[config.mk]
export PLATFORM = sky130hd
export DESIGN_NAME = alu_iterative
export DESIGN_NICKNAME = d
export VERILOG_FILES = /design/src/rtl/alu_pkg.sv /design/src/rtl/alu_comb_core.sv /design/src/rtl/alu_iterative.sv
export SDC_FILE = /design/constraint.sdc
export NUM_CORES = 1
export LEC_CHECK = 0
export CORE_ASPECT_RATIO = 0.8
export CORE_MARGIN = 5
export CORE_UTILIZATION = 55
export CTS_CLUSTER_DIAMETER = 50
export DETAILED_ROUTE_END_ITERATION = 12
export DONT_BUFFER_PORTS = 1
export HOLD_SLACK_MARGIN = 0.08
export PLACE_DENSITY = 0.7
export SYNTH_ARGS = -nofsm -noshare
export SYNTH_HDL_FRONTEND = slang
export SYNTH_SLANG_ARGS = --single-unit
[constraint.sdc]
create_clock -name clk -period 9.15 [get_ports clk]
set_input_delay 0.915 -clock clk [delete_from_list [all_inputs] [get_ports clk]]
set_output_delay 0.915 -clock clk [all_outputs]
set_load 0.005 [all_outputs]
[src/rtl/alu_pkg.sv]
// alu_pkg: operation encoding, FSM states and op classification for alu_iterative.
package alu_pkg;

   typedef enum logic [3:0] {
      OP_AND = 4'b0000,
      OP_OR  = 4'b0001,
      OP_ADD = 4'b0010,
      OP_SUB = 4'b0011,
      OP_SLL = 4'b0100,
      OP_SRL = 4'b0101,
      OP_XOR = 4'b0110,
      OP_SRA = 4'b0111,
      OP_BEQ = 4'b1000,
      OP_BNE = 4'b1001,
      OP_BLT = 4'b1010,
      OP_BGE = 4'b1011,
      OP_SLT = 4'b1100
   } alu_op_e;

   typedef enum logic [1:0] {
      S_IDLE,
      S_SHIFT,
      S_DONE
   } alu_state_e;

   function automatic logic is_shift(alu_op_e op);
      return (op == OP_SLL) || (op == OP_SRL) || (op == OP_SRA);
   endfunction

endpackage

[src/rtl/alu_comb_core.sv]
// alu_comb_core: single-cycle logic, arithmetic, compare and branch-condition results.
module alu_comb_core
   import alu_pkg::*;
#(
   parameter int DATA_WIDTH = 32
) (
   input  logic [3:0]            i_op,
   input  logic [DATA_WIDTH-1:0] i_a,
   input  logic [DATA_WIDTH-1:0] i_b,
   output logic [DATA_WIDTH-1:0] o_result,
   output logic                  o_branch
);

   logic [DATA_WIDTH-1:0] w_diff;
   logic                  w_lt;

   assign w_diff = i_a - i_b;
   assign w_lt   = $signed(i_a) < $signed(i_b);

   // Shifts and undefined codes fall through to zero; the top handles shifts.
   always_comb begin
      o_result = '0;
      o_branch = 1'b0;
      case (i_op)
         OP_AND: o_result = i_a & i_b;
         OP_OR:  o_result = i_a | i_b;
         OP_ADD: o_result = i_a + i_b;
         OP_SUB: o_result = w_diff;
         OP_XOR: o_result = i_a ^ i_b;
         OP_SLT: o_result = {{(DATA_WIDTH-1){1'b0}}, w_lt};
         OP_BEQ: begin o_result = w_diff; o_branch = (w_diff == '0); end
         OP_BNE: begin o_result = w_diff; o_branch = (w_diff != '0); end
         OP_BLT: begin o_result = w_diff; o_branch = w_lt; end
         OP_BGE: begin o_result = w_diff; o_branch = !w_lt; end
         default: ;
      endcase
   end

endmodule

[src/rtl/alu_iterative.sv]
// alu_iterative: valid/ready ALU; single-cycle ops via alu_comb_core,
// shifts one bit per cycle through an iterative shift register.
module alu_iterative
   import alu_pkg::*;
#(
   parameter int DATA_WIDTH = 32
) (
   input  logic                  clk,
   input  logic                  reset,
   input  logic                  in_valid,
   output logic                  in_ready,
   input  logic [3:0]            Operation,
   input  logic [DATA_WIDTH-1:0] src_a,
   input  logic [DATA_WIDTH-1:0] src_b,
   output logic                  out_valid,
   input  logic                  out_ready,
   output logic [DATA_WIDTH-1:0] result,
   output logic                  branch_taken,
   output logic                  zero
);

   localparam int SHAMT_W = $clog2(DATA_WIDTH);

   alu_state_e            r_state;
   logic [DATA_WIDTH-1:0] r_sh;
   logic [SHAMT_W-1:0]    r_cnt;
   logic [3:0]            r_op;
   logic [DATA_WIDTH-1:0] r_result;
   logic                  r_branch;
   logic                  r_zero;

   logic [DATA_WIDTH-1:0] w_core_result;
   logic                  w_core_branch;
   logic [DATA_WIDTH-1:0] w_val;
   logic [DATA_WIDTH-1:0] w_sh_next;
   logic [SHAMT_W-1:0]    w_shamt;
   logic                  w_shift;

   alu_comb_core #(.DATA_WIDTH(DATA_WIDTH)) u_core (
      .i_op     (Operation),
      .i_a      (src_a),
      .i_b      (src_b),
      .o_result (w_core_result),
      .o_branch (w_core_branch)
   );

   assign w_shamt = src_b[SHAMT_W-1:0];
   assign w_shift = is_shift(alu_op_e'(Operation));
   // A shift by zero completes immediately with src_a unchanged.
   assign w_val   = w_shift ? src_a : w_core_result;

   always_comb begin
      w_sh_next = (r_op == OP_SLL) ? {r_sh[DATA_WIDTH-2:0], 1'b0}
                                   : {(r_op == OP_SRA) & r_sh[DATA_WIDTH-1], r_sh[DATA_WIDTH-1:1]};
   end

   assign in_ready     = (r_state == S_IDLE) && !reset;
   assign out_valid    = (r_state == S_DONE);
   assign result       = r_result;
   assign branch_taken = r_branch;
   assign zero         = r_zero;

   always_ff @(posedge clk) begin
      if (reset) begin
         r_state  <= S_IDLE;
         r_sh     <= '0;
         r_cnt    <= '0;
         r_op     <= '0;
         r_result <= '0;
         r_branch <= 1'b0;
         r_zero   <= 1'b1;
      end else begin
         case (r_state)
            S_IDLE: begin
               if (in_valid) begin
                  if (w_shift && w_shamt != '0) begin
                     r_sh    <= src_a;
                     r_cnt   <= w_shamt;
                     r_op    <= Operation;
                     r_state <= S_SHIFT;
                  end else begin
                     r_result <= w_val;
                     r_branch <= w_core_branch;
                     r_zero   <= (w_val == '0);
                     r_state  <= S_DONE;
                  end
               end
            end
            S_SHIFT: begin
               r_sh  <= w_sh_next;
               r_cnt <= r_cnt - 1'b1;
               // Last step: publish the final shifted value directly.
               if (r_cnt == SHAMT_W'(1)) begin
                  r_result <= w_sh_next;
                  r_branch <= 1'b0;
                  r_zero   <= (w_sh_next == '0);
                  r_state  <= S_DONE;
               end
            end
            S_DONE: begin
               if (out_ready) r_state <= S_IDLE;
            end
            default: r_state <= S_IDLE;
         endcase
      end
   end

endmodule

==> impl_metrics.env <==
export IMPL_cts_root_buf="clkbuf_16"
export IMPL_path_class="in -> reg"
export IMPL_grt_pass1_vias=11445
export IMPL_p_total_mw=1.377
export IMPL_fmax_mhz=198.7
export IMPL_area_delta_synth_final_pct=3.709
export IMPL_synth_flop_cell="dfxtp_1"
export IMPL_fin_area_sq_um=10740
export IMPL_synth_seq_cells=77
export IMPL_finalWeightedCongestion=1.140
export IMPL_path_max_fanout=4
export IMPL_vdd_drop_max_v=0.0001159
export IMPL_outcome="complete, but fails checks"
export IMPL_fillers=1774
export IMPL_p_leak_nw=4.162
export IMPL_placementRows=44
export IMPL_drt_first_pass_iters=6
export IMPL_multi_input_area_sq_um=8028
export IMPL_synthSimpleGateAreaFrac=0.2687
export IMPL_synth_top_family_by_area="compound AO/OA/AOI/OAI gates"
export IMPL_clock_latency_ns=0.34
export IMPL_synth_distinct_cells=85
export IMPL_start_util=0.5650
export IMPL_fin_util=0.5859
export IMPL_rsz0062_at_grt="no"
export IMPL_synth_adder_area_share=0.1235
export IMPL_placed_cells=1716
export IMPL_drive_above_1_share=0.04801
export IMPL_die_w_microns=163.4
export IMPL_critPathTopFamily="simple AND/OR/NAND/NOR gates"
export IMPL_cts_setup_buffers=0
export IMPL_final_nets=1647
export IMPL_place_ws_ns=3.889
export IMPL_synthesis_nets=1723
export IMPL_synth_compound_area_frac=0.3492
export IMPL_dr_total_vias=12945
export IMPL_finClkSkew_ns=0.008801
export IMPL_synth_edf_count=0
export IMPL_ys_top_cells_by_area="dfxtp_1 (15%), ha_1 (12%), a21oi_1 (8.2%), nand2_1 (7.8%), o211ai_1 (4.3%)"
export IMPL_max_stage_delay_ns=0.65
export IMPL_cp_start_kind="input pin"
export IMPL_netlist_area_sq_um=10360
export IMPL_synth_commonest_cells="nand2_1 (214), a21oi_1 (169), nor2_1 (115)"
export IMPL_hold_viol=0
export IMPL_regArea_sq_um=1541
export IMPL_tightestPinTransition_ns=1.507
export IMPL_power_per_cell_area_nw_per_um2=128.2
export IMPL_h_tree_depth=3
export IMPL_end_kind="flip-flop"
export IMPL_numPortBuffers=0
export IMPL_synthArstFlopShare=0
export IMPL_drc_errors=0
export IMPL_yosysMostFrequentCell="nand2_1"
export IMPL_synth_area_per_cell_sq_um=6.682
export IMPL_crit_buf_inv=2
export IMPL_post_cts_resized=0
export IMPL_cts_tree="done"
export IMPL_finalCriticalPeriod_ns=5.033
export IMPL_max_clock_path_buffers=2
export IMPL_cts_clk_slew_worst_paths_ns=0.06
export IMPL_hold_buffers=0
export IMPL_yosysWarnings=0
export IMPL_synth_top_area_cell="dfxtp_1"
export IMPL_cp_data_arrival_time_ns=5.30
export IMPL_slew_violations=6
export IMPL_synth_xor_xnor_area_share=0.01353
export IMPL_fin_cells=1733
export IMPL_period_share=0.5501
export IMPL_ys_seq_area_frac=0.1488
export IMPL_grt_max_degree=83
export IMPL_clock_sinks=77
export IMPL_synth_top_cell_area_share=0.1488
export IMPL_place_area_sq_um=10450
export IMPL_muxShareOfSynthArea=0.01667
export IMPL_ios=108
export IMPL_wl_microns=48150
export IMPL_holdWs_ns=0.4644
export IMPL_wl_per_cell_microns=27.79
export IMPL_place_hpwl_microns=36450
export IMPL_slew_headroom=-0.01324
export IMPL_min_path_type="reg -> reg"
export IMPL_core_area_sq_um=18330
export IMPL_failed_checks="capacitance limit, slew limit"
export IMPL_timing_critical_path_cells="inv_1, ha_1, inv_1, fa_1, nor2b_1, o311ai_1, a21oi_1, a221oi_1, o21ai_0, or4_1, or4_1, nor4_1, nand4_1, o31ai_2"
export IMPL_grt_pass1_wl_microns=71150
export IMPL_drv_cap=1
export IMPL_critical_path_required_ns=9.41
export IMPL_crit_slowest_cell="o311ai_1"
export IMPL_numCtsBuffers=9
export IMPL_worst_slack_ns=4.117
export IMPL_drt_iter0_drc=2513
export IMPL_vias_per_cell=7.470
export IMPL_grt_total_usage=0.4211
export IMPL_die_h_microns=132.7
export IMPL_setup_viol=0
export IMPL_grt_ovfl_total=0
export IMPL_ant_nets=0
export IMPL_finalSetupTns_ns=0
export IMPL_antenna_found_initial=1
export IMPL_die_area_sq_um=21690
export IMPL_synthCells=1550
power breakdown:
group	internal, mW	switching, mW
Combinational	0.204	0.430
Sequential	0.360	0.0270
Clock	0.211	0.146
Total	0.774	0.603
logic make-up after synthesis:
group	after synthesis
flip-flops	77
XOR/XNOR	16
multiplexers	17
AO/OA/AOI/OAI	534
AND/OR/NAND/NOR	588
adder cells (fa/ha/maj)	101
buffers and inverters	217
worst register-to-register path: stages, from the launching register on:
cell and delay (ns):
dfxtp_1 0.40, ha_1 0.16, nor4b_1 0.31, nor2_1 0.13, or3_1 0.40, a211oi_1 0.33, nand4_1 0.18, or4_1 0.60
or4_1 0.53, nor4_1 0.33, nand4_1 0.16, o31ai_2 0.18
cell type report:
cell class	instances	area share
clock inverters	6	0.005708
diodes	1	0.0002330
flip-flops and latches	77	0.1435
multi-input cells	1256	0.7473
well taps	253	0.02947
clock buffers	10	0.02132
inverters	110	0.03844
repair buffers	20	0.01398
state kept, by name, indices dropped and copies added (netlist names):
signal and cells:
branch_taken 1, r_cnt 5, r_op 4, r_sh 32, r_state 2, result 32
zero 1
worst paths after layout:
| check | startpoint | endpoint | slack, ns | depth (start not counted) |
|---|---|---|---|---|
| hold reg to reg | result[9] | result[9] | 0.46 | 2 |
| setup reg to reg | r_cnt[0] | zero | 5.35 | 11 |
| hold / removal | result[9] | result[9] | 0.46 | 2 |
| setup / recovery | src_a[0] | zero | 4.12 | 14 |
metal layers:
layer / routed length, microns / vias up / global-route usage / share of wire
met5: 0 / - / 0 / 0
met4: 3112 / 0 / 0.1928 / 0.065
met3: 7968 / 224 / 0.1449 / 0.17
met2: 18930 / 1224 / 0.5899 / 0.39
met1: 18140 / 5916 / 0.5782 / 0.38
li1: - / 5581 / - / -
placed cells by master, fill, tap and decap left out, types with 14 or more instances in the layout:
cell type,instances
mux2i_1,15
o211ai_1,60
a21o_1,16
nor3_1,43
a21oi_1,168
nand4_1,27
ha_1,99
nor2_1,113
a31oi_1,20
a22oi_1,15
nand2_1,214
nor2b_1,19
buf_4,20
xnor2_1,15
nor4_1,25
nand2b_1,14
nand3_1,64
inv_1,106
a221oi_1,21
o31ai_1,17
o21ai_0,64
a211oi_1,20
dfxtp_1,77
Note: power is estimated with default switching activity, not from simulation.
